<file path="config.mk">
export PLATFORM = sky130hd
export DESIGN_NAME = ddfs_channel_scheduler
export DESIGN_NICKNAME = d
export VERILOG_FILES = /design/src/rtl/ddfs_channel_scheduler.sv
export SDC_FILE = /design/constraint.sdc
export NUM_CORES = 1
export LEC_CHECK = 0
export BUFFER_PORTS_ARGS = -buffer_cell sky130_fd_sc_hd__buf_2
export CORE_MARGIN = 5
export CORE_UTILIZATION = 45
export DETAILED_ROUTE_END_ITERATION = 12
export PLACE_DENSITY = 0.74
export SLEW_MARGIN = 0
export SYNTH_ARGS = -nofsm -noshare
export SYNTH_HDL_FRONTEND = slang
export SYNTH_SLANG_ARGS = --single-unit
export TNS_END_PERCENT = 1
</file>
<file path="constraint.sdc">
create_clock -name clk -period 6.1 [get_ports clk]
set_input_delay 0.915 -clock clk [delete_from_list [all_inputs] [get_ports clk]]
set_output_delay 0.915 -clock clk [all_outputs]
set_load 0.01 [all_outputs]
</file>
<file path="src/rtl/ddfs_channel_scheduler.sv">
// Round-robin DDFS scheduler sharing one registered sine ROM across NUM_CH channels; 3-cycle issue-to-sample latency.
// Optional quarter-wave ROM folding enabled by defining DDFS_QUARTER_WAVE_EN.
module ddfs_channel_scheduler #(
  parameter int NUM_CH      = 4,
  parameter int PHASE_WIDTH = 32,
  parameter int ADDR_WIDTH  = 10,
  parameter int DATA_WIDTH  = 16,
  localparam int SW         = (NUM_CH > 1) ? $clog2(NUM_CH) : 1
) (
  input  logic                          clk,
  input  logic                          reset,
  input  logic                          en,
  input  logic [NUM_CH-1:0]             ch_en,
  input  logic [NUM_CH*PHASE_WIDTH-1:0] fccw,
  input  logic [NUM_CH*PHASE_WIDTH-1:0] pha,
  output logic [ADDR_WIDTH-1:0]         rom_addr_o,
  input  logic [DATA_WIDTH-1:0]         rom_data_i,
  output logic [DATA_WIDTH-1:0]         sample_o,
  output logic [SW-1:0]                 sample_ch_o,
  output logic                          sample_valid_o,
  output logic                          frame_o
);

`ifdef DDFS_QUARTER_WAVE_EN
  localparam int IW = ADDR_WIDTH + 2;
`else
  localparam int IW = ADDR_WIDTH;
`endif
  localparam logic [SW-1:0] LAST_SLOT = SW'(NUM_CH - 1);

  logic [SW-1:0]          slot;
  logic [PHASE_WIDTH-1:0] acc [NUM_CH];

  logic [PHASE_WIDTH-1:0] acc_cur;
  logic [PHASE_WIDTH-1:0] fccw_cur;
  logic [PHASE_WIDTH-1:0] pha_cur;
  logic                   chen_cur;
  logic [IW-1:0]          phase_idx;
  logic [ADDR_WIDTH-1:0]  addr_next;

  logic [SW-1:0] tag1, tag2;
  logic          vld1, vld2;
  logic          frame1, frame2;

  // Select the current slot's channel state and controls.
  always_comb begin
    acc_cur  = '0;
    fccw_cur = '0;
    pha_cur  = '0;
    chen_cur = 1'b0;
    for (int c = 0; c < NUM_CH; c++) begin
      if (slot == SW'(c)) begin
        acc_cur  = acc[c];
        fccw_cur = fccw[c*PHASE_WIDTH +: PHASE_WIDTH];
        pha_cur  = pha[c*PHASE_WIDTH +: PHASE_WIDTH];
        chen_cur = ch_en[c];
      end
    end
  end

  always_comb begin
    phase_idx = IW'((acc_cur + pha_cur) >> (PHASE_WIDTH - IW));
`ifdef DDFS_QUARTER_WAVE_EN
    // Odd quadrants read the quarter table backwards.
    addr_next = phase_idx[ADDR_WIDTH] ? ~phase_idx[ADDR_WIDTH-1:0]
                                      : phase_idx[ADDR_WIDTH-1:0];
`else
    addr_next = phase_idx;
`endif
  end

  always_ff @(posedge clk) begin
    if (reset) begin
      slot <= '0;
    end else if (en) begin
      slot <= (slot == LAST_SLOT) ? '0 : slot + SW'(1);
    end
  end

  // Only the owning slot touches an accumulator; a disabled channel restarts from zero.
  always_ff @(posedge clk) begin
    for (int c = 0; c < NUM_CH; c++) begin
      if (reset) begin
        acc[c] <= '0;
      end else if (en && (slot == SW'(c))) begin
        acc[c] <= ch_en[c] ? acc[c] + fccw_cur : '0;
      end
    end
  end

  // Stage 1: address issue alongside tag, valid and frame marker.
  always_ff @(posedge clk) begin
    if (reset) begin
      rom_addr_o <= '0;
      tag1       <= '0;
      vld1       <= 1'b0;
      frame1     <= 1'b0;
    end else if (en) begin
      rom_addr_o <= addr_next;
      tag1       <= slot;
      vld1       <= chen_cur;
      frame1     <= (slot == LAST_SLOT);
    end else begin
      vld1       <= 1'b0;
      frame1     <= 1'b0;
    end
  end

  // Stage 2 covers the ROM read latency; stage 3 registers the sample.
  always_ff @(posedge clk) begin
    if (reset) begin
      tag2           <= '0;
      vld2           <= 1'b0;
      frame2         <= 1'b0;
      sample_ch_o    <= '0;
      sample_valid_o <= 1'b0;
      frame_o        <= 1'b0;
    end else begin
      tag2           <= tag1;
      vld2           <= vld1;
      frame2         <= frame1;
      sample_ch_o    <= tag2;
      sample_valid_o <= vld2;
      frame_o        <= frame2;
    end
  end

`ifdef DDFS_QUARTER_WAVE_EN
  logic neg1, neg2;

  always_ff @(posedge clk) begin
    if (reset) begin
      neg1     <= 1'b0;
      neg2     <= 1'b0;
      sample_o <= '0;
    end else begin
      if (en) begin
        neg1 <= phase_idx[ADDR_WIDTH+1];
      end
      neg2     <= neg1;
      sample_o <= neg2 ? DATA_WIDTH'(-rom_data_i) : rom_data_i;
    end
  end
`else
  always_ff @(posedge clk) begin
    if (reset) begin
      sample_o <= '0;
    end else begin
      sample_o <= rom_data_i;
    end
  end
`endif

endmodule

</file>
# ---- After elaboration in Yosys (flattened, before gate mapping)
# Memory sizes are Yosys's and may differ from the RTL's.
# Index checks and enable logic that the tools add are counted.
dict set report totals {
  ff_bits 40
  ram_bits 128
  inputBits 279
  out_inout_bits 30
  wordCells 72
  mem_count 1
}
# name words width rd rd_clocked_by_memory_dff write_ports line
set mem_list {}
lappend mem_list {acc 4 32 4 0 4 32} ;# logic [PHASE_WIDTH-1:0] acc [NUM_CH];
dict set report op_classes {
  n_addsub 6
  n_eq_ne 3
  muxes 39
  bitwise 5
  n_reduce_logical 6
}
# cell count
set op_table {}
lappend op_table {{32-bit 2-to-1 mux} 20}
lappend op_table {{32-bit adder} 5}
lappend op_table {{1-bit 2-to-1 mux} 18}
lappend op_table {{2-bit == test (second input constant)} 2}
lappend op_table {{1-bit logical AND} 4}
lappend op_table {{1-bit bitwise OR} 4}
lappend op_table {{2-bit by 1-bit adder with 2-bit output (second input constant)} 1}
lappend op_table {{2-bit by 1-bit == test with 1-bit output (second input constant)} 1}
lappend op_table {{2-bit logical NOT} 1}
lappend op_table {{2-bit 2-to-1 mux} 1}
lappend op_table {{2-bit OR reduction} 1}
lappend op_table {{1-bit inverter} 1}

# ---- Longest topological paths before layout
# Gate-level depths: netlist of the first run.
dict set report depth {
  word_depth 8
  ltp_mapped 22
  depth_no_buf 20
}

# ---- Worst setup path after synthesis of the first run
# Ideal clock, no wire load.
dict set report synth_timing {
  path_kind {register -> register}
  startpoint {reg slot[0]}
  endpoint {mem acc[2][30], data pin}
  setup_ps 264
  t_arrival_ps 4137
  required_time_ps 5836
  slack_ps 1699
  stages_incl_launch_ff 23
  n_path_buf 2
  period_less_slack_ps 4401
  path_cell_list {dfxtp_1 > inv_1 > ha_1 > clkbuf_1 > clkbuf_1 > nand2_1 > nor2_1 > a21oi_1 > nor2_1 > a21oi_1 > o21ai_0 > ha_1 > inv_1 > fa_1 > nor2b_1 > o21ai_1 > a21boi_1 > o21ai_1 > a31o_2 > a211oi_1 > o2111a_1 > nor3_1 > nand3b_1}
}
# element line
set synth_lines {}
lappend synth_lines {{start: declaration} 31} ;# logic [SW-1:0] slot;
lappend synth_lines {{start signal: assignment} 76} ;# slot <= (slot == LAST_SLOT) ? '0 : slot + SW'(1);
lappend synth_lines {{end: declaration} 32}

==> run summary, run 1 <==
Status - finished clean
Total GRT Usage - 26.7%
Synth unique cells - 72
Post-synthesis sequential area ratio - 29.2%
Worst r2r src - slot[0]
Total CTS buffers - 17
Yosys warning total - 0
DP HPWL - 43300 µm
Drt first pass iters - 5
CP Data Required Time - 6.30 ns
Die X - 198 µm
Clock tree buffer depth - 2
Maxcap violations - 0
Syn Area/Cell - 8.03 µm²
Largest area contributor in the netlist - edfxtp_1
# DRC - 0
Yosys top cell area share - 24.2%
CP Max Fanout - 24
Peak VDD IR - 0.188 mV
Endpoints failing setup - 0
Asr flop ratio synth - 0%
Die ar. - 39200 µm²
Clk Latency, worst-skew pair - 0.45 ns
Core footprint - 34700 µm²
Pwr Density - 275 nW/µm²
Starting density of the core - 45.8%
IO Port Bufs - 308
Synth area leaders - edfxtp_1 24%, ha_1 13%, a21oi_1 6.7%
#FFs+latches synth - 168
RSZ-0062 raised after global routing - false
Slack of the critical path - 0.833 ns
Io pins - 309
First-pass GRT wire length - 83100 µm
Fmax - 190 MHz
Critical path class - register to register
Max-slew violations - 0
Synthesized area - 15900 µm²
Setup TNS - 0 ns
Dpl ws - 0.953 ns
Gpl congestion - 0.966
Slew HR - 21.2%
LEAKAGE - 8.38 nW
WL/cell - 20.2 µm
Floorplan row count - 68
Post-synth top flop - edfxtp_1
Critical path launch point type - register
Initial antenna violation count - 1
EDFF count, synth - 128
DIE HEIGHT - 198 µm
Gr ovfl total - 0
Share of layout cells above drive strength 1 - 18.1%
CTS H-Tree Depth - 4
DRT antenna net count - 0
Hold Path Class - register to register
Via density - 5.95
CP Launch Point - slot[0]
Worst r2r dst - acc[0][31]
Clk sink count - 168
Gate Count Post-Synth - 1981
DR iter-0 viols - 1749
Synthesis-to-layout area growth - 17.0%
Hold buffer count at CTS - 0
# Post-CTS Setup Buffers - 0
Via count - 16200
R2R setup slack - 0.83 ns
Worst r2r path cells - 18
Period utilization - 86.3%
Worst Max-Slew Pin Slew - 1.18 ns
Final-report hold violation count - 0
Crit path DAT - 5.47 ns
Final wirelength - 54800 µm
Setup Skew - 0.0161 ns
Minimum clock period after layout - 5.27 ns
Critical Path Sink - acc[0][31]
CTS tree - done
Element type at the critical path end - register
Reg clk slew, reported paths - 0.08 ns
Clock root cell - clkbuf_16
Post-cts repair resize count - 0
Vias in the first global route - 15300
Largest net degree at the start of global routing - 70
Syn Nets - 2434
Final nets - 2705
## cells by family (layout without fill, tap and decap cells)
| family | count (synthesis) | after routing | share of synthesized area (%) |
|---|---|---|---|
| other cells | 0 | 1 | 0 |
| xor+xnor | 96 | 96 | 5.29 |
| simple gates | 705 | 705 | 20.3 |
| flops | 168 | 168 | 29.2 |
| compound gates | 689 | 689 | 27.4 |
| mux | 10 | 10 | 0.630 |
| fa+ha+maj | 174 | 174 | 13.9 |
| buf+inv | 139 | 423 | 3.33 |
## power breakdown
group,internal [mW],switching (mW)
Clock,0.555,0.575
Sequential,1.32,0.0675
Combinational,1.04,1.56
Total,2.92,2.20
## worst max-delay path, cell delays in order (launching register included)
cell and delay (ns):
dfxtp_1 0.40, inv_1 0.16, ha_2 0.60, nand2_1 0.14, nor2_1 0.12, a21oi_1 0.06, nor2_1 0.13, a21oi_1 0.05
o21ai_0 0.81, ha_1 0.42, a21o_1 0.20, a21o_1 0.17, a21o_1 0.20, a21o_1 0.23, a21oi_1 0.45, o2111ai_1 0.33
a211oi_1 0.34, or3_1 0.15, a21oi_1 0.06
## sequential cells by signal, indices dropped and copies added (netlist names)
register / count
slot: 2
tag1: 2
sample_valid_o: 1
vld1: 1
frame_o: 1
frame2: 1
frame1: 1
sample_ch_o: 2
rom_addr_o: 10
vld2: 1
tag2: 2
acc: 128
sample_o: 16
## Yosys cell counts, types with 9 or more instances
| library cell | instances |
|---|---|
| a21oi_1 | 212 |
| nand2b_1 | 20 |
| a21boi_0 | 10 |
| and2_1 | 16 |
| nor2b_1 | 47 |
| nor3b_1 | 11 |
| a31oi_1 | 15 |
| nand3_1 | 29 |
| nand2_1 | 218 |
| nand4_1 | 12 |
| xor2_1 | 45 |
| o211ai_1 | 9 |
| buf_1 | 15 |
| o21bai_1 | 17 |
| o21a_1 | 30 |
| a221o_1 | 48 |
| a211oi_1 | 17 |
| nor2_1 | 248 |
| clkbuf_1 | 73 |
| and3_1 | 14 |
| dfxtp_1 | 40 |
| inv_1 | 45 |
| xnor2_1 | 51 |
| nor3_1 | 41 |
| mux2i_1 | 10 |
| a21o_1 | 62 |
| or3_1 | 16 |
| edfxtp_1 | 128 |
| ha_1 | 170 |
| o21ai_0 | 200 |
## worst min-delay path by stage
| stage | start | endpoint | slack, ns | cells after the start |
|---|---|---|---|---|
| after global routing | tag2[1] | sample_ch_o[1] | 0.47 | 1 |
| after floorplan | frame1 | frame2 | 0.41 | 1 |
| final | frame1 | frame2 | 0.44 | 1 |
| after CTS | frame1 | frame2 | 0.44 | 1 |
| after global placement | tag2[0] | sample_ch_o[0] | 0.42 | 1 |
| after detailed placement | frame1 | frame2 | 0.42 | 1 |
## through the flow
| step | cells | utilization (%) | power [mW] | hold WS [ns] | area, µm² |
|---|---|---|---|---|---|
| floorplan | 1981 | - | 3.20 | 0.414 | 15900 |
| global placement | 2688 | 51.9 | 3.89 | 0.418 | 18000 |
| detailed placement | 2688 | 51.9 | 3.94 | 0.422 | 18000 |
| CTS | 2720 | 53.6 | 5.07 | 0.440 | 18600 |
| global route | 2721 | 53.6 | 5.45 | 0.470 | 18600 |
| finish | 2721 | 53.6 | 5.12 | 0.439 | 18600 |
## metal layers
metal,vias up,track usage [%],wire length (µm)
li1,7825,-,-
met1,7549,36.0,23300
met2,743,43.3,25100
met3,86,4.54,4700
met4,0,9.18,1760
met5,-,0,0
## layout by cell type, fill, tap and decap left out, types with 17 or more instances in the layout
master | netlist | final
nand3_1 | 29 | 29
a221o_1 | 48 | 48
xor2_1 | 45 | 45
nor2b_1 | 47 | 46
dfxtp_1 | 40 | 40
edfxtp_1 | 128 | 128
nor3_1 | 41 | 41
buf_4 | 0 | 36
a211oi_1 | 17 | 17
o21ai_0 | 200 | 200
clkbuf_16 | 0 | 17
a21o_1 | 62 | 60
buf_2 | 6 | 308
nand2b_1 | 20 | 20
inv_1 | 45 | 45
ha_1 | 170 | 166
o21bai_1 | 17 | 17
o21a_1 | 30 | 30
nand2_1 | 218 | 218
a21oi_1 | 212 | 212
xnor2_1 | 51 | 51
nor2_1 | 248 | 248
## cell type report
class / instances / area, µm²
tap: 455 / 569
sequential: 168 / 4640
antenna: 1 / 2.50
inverter: 45 / 169
timing repair buffer: 346 / 1850
multi-input combinational: 1674 / 10800
clock buffer: 17 / 425
fill: 3210 / 16100
clock inverter: 15 / 169
Power figures use the tool's default switching activity.
==> run 2, diff against run 1 <==
--- a/config.mk
+++ b/config.mk
@@ -9,7 +9,7 @@
 export CORE_MARGIN = 5
 export CORE_UTILIZATION = 45
 export DETAILED_ROUTE_END_ITERATION = 12
-export PLACE_DENSITY = 0.74
+export PLACE_DENSITY = 0.77
 export SLEW_MARGIN = 0
 export SYNTH_ARGS = -nofsm -noshare
 export SYNTH_HDL_FRONTEND = slang
==> constraint.sdc (replaced) <==
create_clock -name clk -period 4.25 [get_ports clk]
set_input_delay 0.6375 -clock clk [delete_from_list [all_inputs] [get_ports clk]]
set_output_delay 0.6375 -clock clk [all_outputs]
set_load 0.01 [all_outputs]
==> run summary, run 2 (synthesis gave the netlist of run 1 again) <==
Maxcap violations - 0
Status - finished clean
Worst r2r dst - acc[2][31]
Core footprint - 34700 µm²
Dpl ws - -0.0871 ns
Vias in the first global route - 16200
CTS H-Tree Depth - 4
Critical Path Sink - acc[2][31]
Fillers - 3000
Die ar. - 39200 µm²
Total CTS buffers - 17
Element type at the critical path end - register
Worst r2r src - slot[1]
First-pass GRT wire length - 88000 µm
Hold Path Class - primary input to register
Final nets - 2921
Crit path DAT - 4.39 ns
Largest net degree at the start of global routing - 55
CP Launch Point - slot[1]
Max-slew violations - 0
DR iter-0 viols - 1523
Hold Startpoint - rom_data_i[9]
WL/cell - 20.2 µm
Ant. Diodes - 0
DIE HEIGHT - 198 µm
Worst Max-Slew Pin Slew - 1.11 ns
Pwr Density - 390 nW/µm²
Final-report hold violation count - 0
Clk Latency, worst-skew pair - 0.47 ns
Die X - 198 µm
WHS Path Cells - 2
Starting density of the core - 45.8%
CP Data Required Time - 4.44 ns
Initial antenna violation count - 1
Commonest non-fill, non-tap cell in the layout - buf_2
DRT antenna net count - 0
Via count - 17100
Total GRT Usage - 28.5%
Biggest regs - acc x128, sample_o x16, rom_addr_o x10
Hold buffer count at CTS - 0
Slack of the critical path - 0.0428 ns
Gr ovfl total - 0
Peak VDD IR - 0.301 mV
Final wirelength - 59200 µm
# DRC - 0
Synthesis-to-layout area growth - 29.3%
Total power - 8.02 mW
Io pins - 309
Setup TNS - 0 ns
Minimum clock period after layout - 4.21 ns
Critical path class - register to register
Fmax - 238 MHz
LEAKAGE - 9.52 nW
Post-Place Cells - 2890
RSZ-0062 raised after global routing - true
CP Max Fanout - 13
Setup Skew - 0.0274 ns
Gpl congestion - 0.948
Slew HR - 25.5%
Clock tree buffer depth - 2
IO Port Bufs - 308
Endpoints failing setup - 0
Floorplan row count - 68
Most frequent cells in the layout - 308 x buf_2, 248 x nor2_1, 240 x buf_4, 218 x nand2_1, 206 x a21oi_1
Drt first pass iters - 5
CTS tree - done
Max reg flops - 128
Share of layout cells above drive strength 1 - 26.7%
R2R setup slack - 0.04 ns
Worst r2r path cells - 20
Critical path launch point type - register
Most flop-heavy register - acc
Clock root cell - clkbuf_16
Via density - 5.83
Finished Layout Cells - 2936
DP HPWL - 47000 µm
Clk sink count - 168
Reg clk slew, reported paths - 0.08 ns
Period utilization - 99.0%
==> run 2: through the flow <==
step / cell area (µm²) / hold slack [ns] / utilization, %
6_report: 20600 / 0.392 / 59.2
5_1_grt: 20600 / 0.398 / 59.2
4_1_cts: 20200 / 0.376 / 58.3
3_5_place_dp: 19600 / 0.433 / 56.5
3_3_place_gp: 19600 / 0.421 / 56.5
2_1_floorplan: 15900 / 0.414 / -
==> run 2: timing repair <==
item | 4_1_cts | 5_1_grt
gates resized for setup | 9 | 54
cloned | 0 | 2
pin swaps | 2 | 18
setup endpoints to repair | 24 | 59
buffers inserted | 4 | 8
==> run 2: final cells by class <==
class / count / area [µm²] / area share (%)
clock inverter: 14 / 151 / 0.736
timing repair buffer: 562 / 3610 / 17.6
tap: 455 / 569 / 2.77
multi-input combinational: 1674 / 11000 / 53.4
inverter: 45 / 169 / 0.822
sequential: 168 / 4650 / 22.6
clock buffer: 18 / 429 / 2.09
==> run 2: worst max-delay path, cell delays in order (launching register included) <==
cell and delay [ns]:
dfxtp_1 0.32, inv_2 0.10, ha_4 0.27, buf_12 0.14, buf_4 0.20, nor2_1 0.07
a21oi_1 0.13, nor2_1 0.06, a21oi_1 0.19, o21ai_0 0.10, buf_4 0.17, ha_1 0.37
nand2_1 0.10, o21ai_0 0.09, or3_1 0.36, or3_4 0.35, a211o_1 0.34, a211oi_2 0.25
o21bai_1 0.12, xnor2_1 0.14, nor2_1 0.05
==> run 2: how the worst min path moves through the flow <==
stage	slack [ns]	end
2_1_floorplan	0.41	frame2
3_3_place_gp	0.42	frame2
3_5_place_dp	0.43	sample_ch_o[1]
4_1_cts	0.38	sample_o[9]
5_1_grt	0.40	sample_o[9]
6_report	0.39	sample_o[9]
==> run 2: per-layer routing <==
metal / up-vias / part of all wire (%) / global-route usage (%)
met4: 0 / 5.1 / 13.4
met1: 7953 / 41 / 37.1
met5: - / 0 / 0
met2: 803 / 46 / 46.3
met3: 114 / 8.1 / 4.59
li1: 8259 / - / -
==> run 2: report_power, final <==
group          total [mW]  internal [mW]  switching [mW]
registers            1.99           1.90          0.0943
clock network        1.59          0.788           0.807
logic                4.43           1.99            2.45
total                8.02           4.67            3.35
==> run 3, diff against run 2 <==
--- a/config.mk
+++ b/config.mk
@@ -6,10 +6,12 @@
 export NUM_CORES = 1
 export LEC_CHECK = 0
 export BUFFER_PORTS_ARGS = -buffer_cell sky130_fd_sc_hd__buf_2
+export CORE_ASPECT_RATIO = 0.5
 export CORE_MARGIN = 5
 export CORE_UTILIZATION = 45
 export DETAILED_ROUTE_END_ITERATION = 12
 export PLACE_DENSITY = 0.77
+export SETUP_SLACK_MARGIN = 0.15
 export SLEW_MARGIN = 0
 export SYNTH_ARGS = -nofsm -noshare
 export SYNTH_HDL_FRONTEND = slang
==> run summary, run 3 (synthesis gave the netlist of run 1 again) <==
Floorplan row count - 48
Clk sink count - 168
DP HPWL - 46600 µm
Int Pwr - 4.53 mW
Register area - 4650 µm²
Core footprint - 34700 µm²
Clk Latency, worst-skew pair - 0.46 ns
Die X - 276 µm
Total CTS buffers - 17
RSZ-0062 raised after global routing - true
Max reg flops - 128
Period utilization - 95.6%
Total GRT Usage - 28.2%
Commonest non-fill, non-tap cell in the layout - buf_2
Total power - 7.94 mW
Sequential power share - 25.1%
Met2 usage - 40.7%
DIE HEIGHT - 143 µm
Worst Max-Slew Pin Slew - 1.33 ns
Via count - 17200
Setup TNS - 0 ns
Setup Skew - 0.0107 ns
CP max stage delay - 0.44 ns
Worst path top cell family by delay - compound AO/OA/AOI/OAI gates
GRT met3 Usage - 7.59%
R2R setup slack - 0.19 ns
LEAKAGE - 9.12 nW
Most flop-heavy register - acc
CP Max Fanout - 5
Fmax - 246 MHz
Clock tree buffer depth - 2
Critical path class - register to register
Reg clk slew, reported paths - 0.08 ns
CTS tree - done
Final Util - 58.1%
Final-report hold violation count - 0
CP bufs+invs - 4
Slack of the critical path - 0.187 ns
Biggest regs - acc x128, sample_o x16, rom_addr_o x10
Finished Layout Cells - 2869
Most Used Layer, Global Route - met1
Dpl ws - -0.142 ns
Largest net degree at the start of global routing - 63
Hold slack - 0.379 ns
Fillers - 3062
Final wirelength - 59000 µm
Initial antenna violation count - 0
Via density - 6.00
CP Data Required Time - 4.45 ns
Post-DP Area - 18900 µm²
Die ar. - 39400 µm²
Share of layout cells above drive strength 1 - 25.3%
IO Port Bufs - 308
Hold buffer count at CTS - 0
Most frequent cells in the layout - 308 x buf_2, 247 x nor2_1, 218 x nand2_1, 196 x a21oi_1, 159 x ha_1
Crit path DAT - 4.26 ns
Peak VDD IR - 0.361 mV
Drt first pass iters - 5
CP Cell Sequence - buf_6 > ha_4 > buf_6 > nor2_1 > a21oi_1 > nor2_1 > a21oi_1 > nor2_1 > a21o_1 > buf_6 > ha_1 > a21o_1 > a21oi_2 > nor3_2 > a31o_2 > buf_4 > a2111oi_4 > nor3_4 > o41ai_4 > a21o_2 > a21oi_2
Slowest cell on the critical path - a2111oi_4
Net Switching - 3.41 mW
Hold Path Class - primary input to register
WL/cell - 20.6 µm
Critical path launch point type - register
Clock power frac - 19.9%
Element type at the critical path end - register
Maxcap violations - 0
Comb pwr share - 55.0%
DR iter-0 viols - 2347
Status - finished clean
Max-slew violations - 0
Vias in the first global route - 15500
Minimum clock period after layout - 4.06 ns
Gr ovfl total - 0
# DRC - 0
Starting density of the core - 45.9%
Pwr Density - 394 nW/µm²
Gpl congestion - 1.03
Final instance area - 20100 µm²
CTS H-Tree Depth - 4
First-pass GRT wire length - 86600 µm
Post-Place Cells - 2818
Met1 Usage GRT - 41.9%
Slew HR - 10.6%
Clock root cell - clkbuf_16
Sw Share - 42.9%
DRT antenna net count - 0
Endpoints failing setup - 0
Io pins - 309
Final nets - 2832
Synthesis-to-layout area growth - 26.6%
Multi-input gate area in the final layout - 11100 µm²
[run 3: path summary, 6_finish.rpt]
path         cells after the start     startpoint          end
max                             21        slot[0]   acc[0][17]
min reg2reg                      1         frame2      frame_o
min                              2  rom_data_i[5]  sample_o[5]
max reg2reg                     21        slot[0]   acc[0][17]
[run 3: routing by layer]
metal,wire [µm],vias up
met5,0,-
li1,-,8091
met1,25400,8109
met4,1600,0
met2,24600,921
met3,7370,104
[run 3: final cells by class]
| class | count | share of cell area, % |
|---|---|---|
| Tap cell | 475 | 2.95 |
| Clock inverter | 15 | 0.740 |
| Timing Repair Buffer | 473 | 15.0 |
| Inverter | 45 | 0.839 |
| Sequential cell | 168 | 23.1 |
| Antenna cell | 2 | 0.0249 |
| Multi-Input combinational cell | 1674 | 55.3 |
| Clock buffer | 17 | 2.11 |
[run 3: power groups by stage]
stage	Clock, mW	Combinational (mW)	Sequential (mW)
detailed placement	0	3.98	2.02
global placement	0	3.92	2.01
finish	1.58	4.37	1.99
CTS	1.58	4.06	1.98
floorplan	0	2.59	2.00
global route	1.65	4.73	2.00
[run 3: what timing repair did]
action                                 4_1_cts  5_1_grt
pin swaps                                    1       46
setup endpoints to repair                   55       74
endpoints found under the hold margin        0        0
gates cloned                                 0        2
buffers inserted                             4       11
resized for setup                           20      120
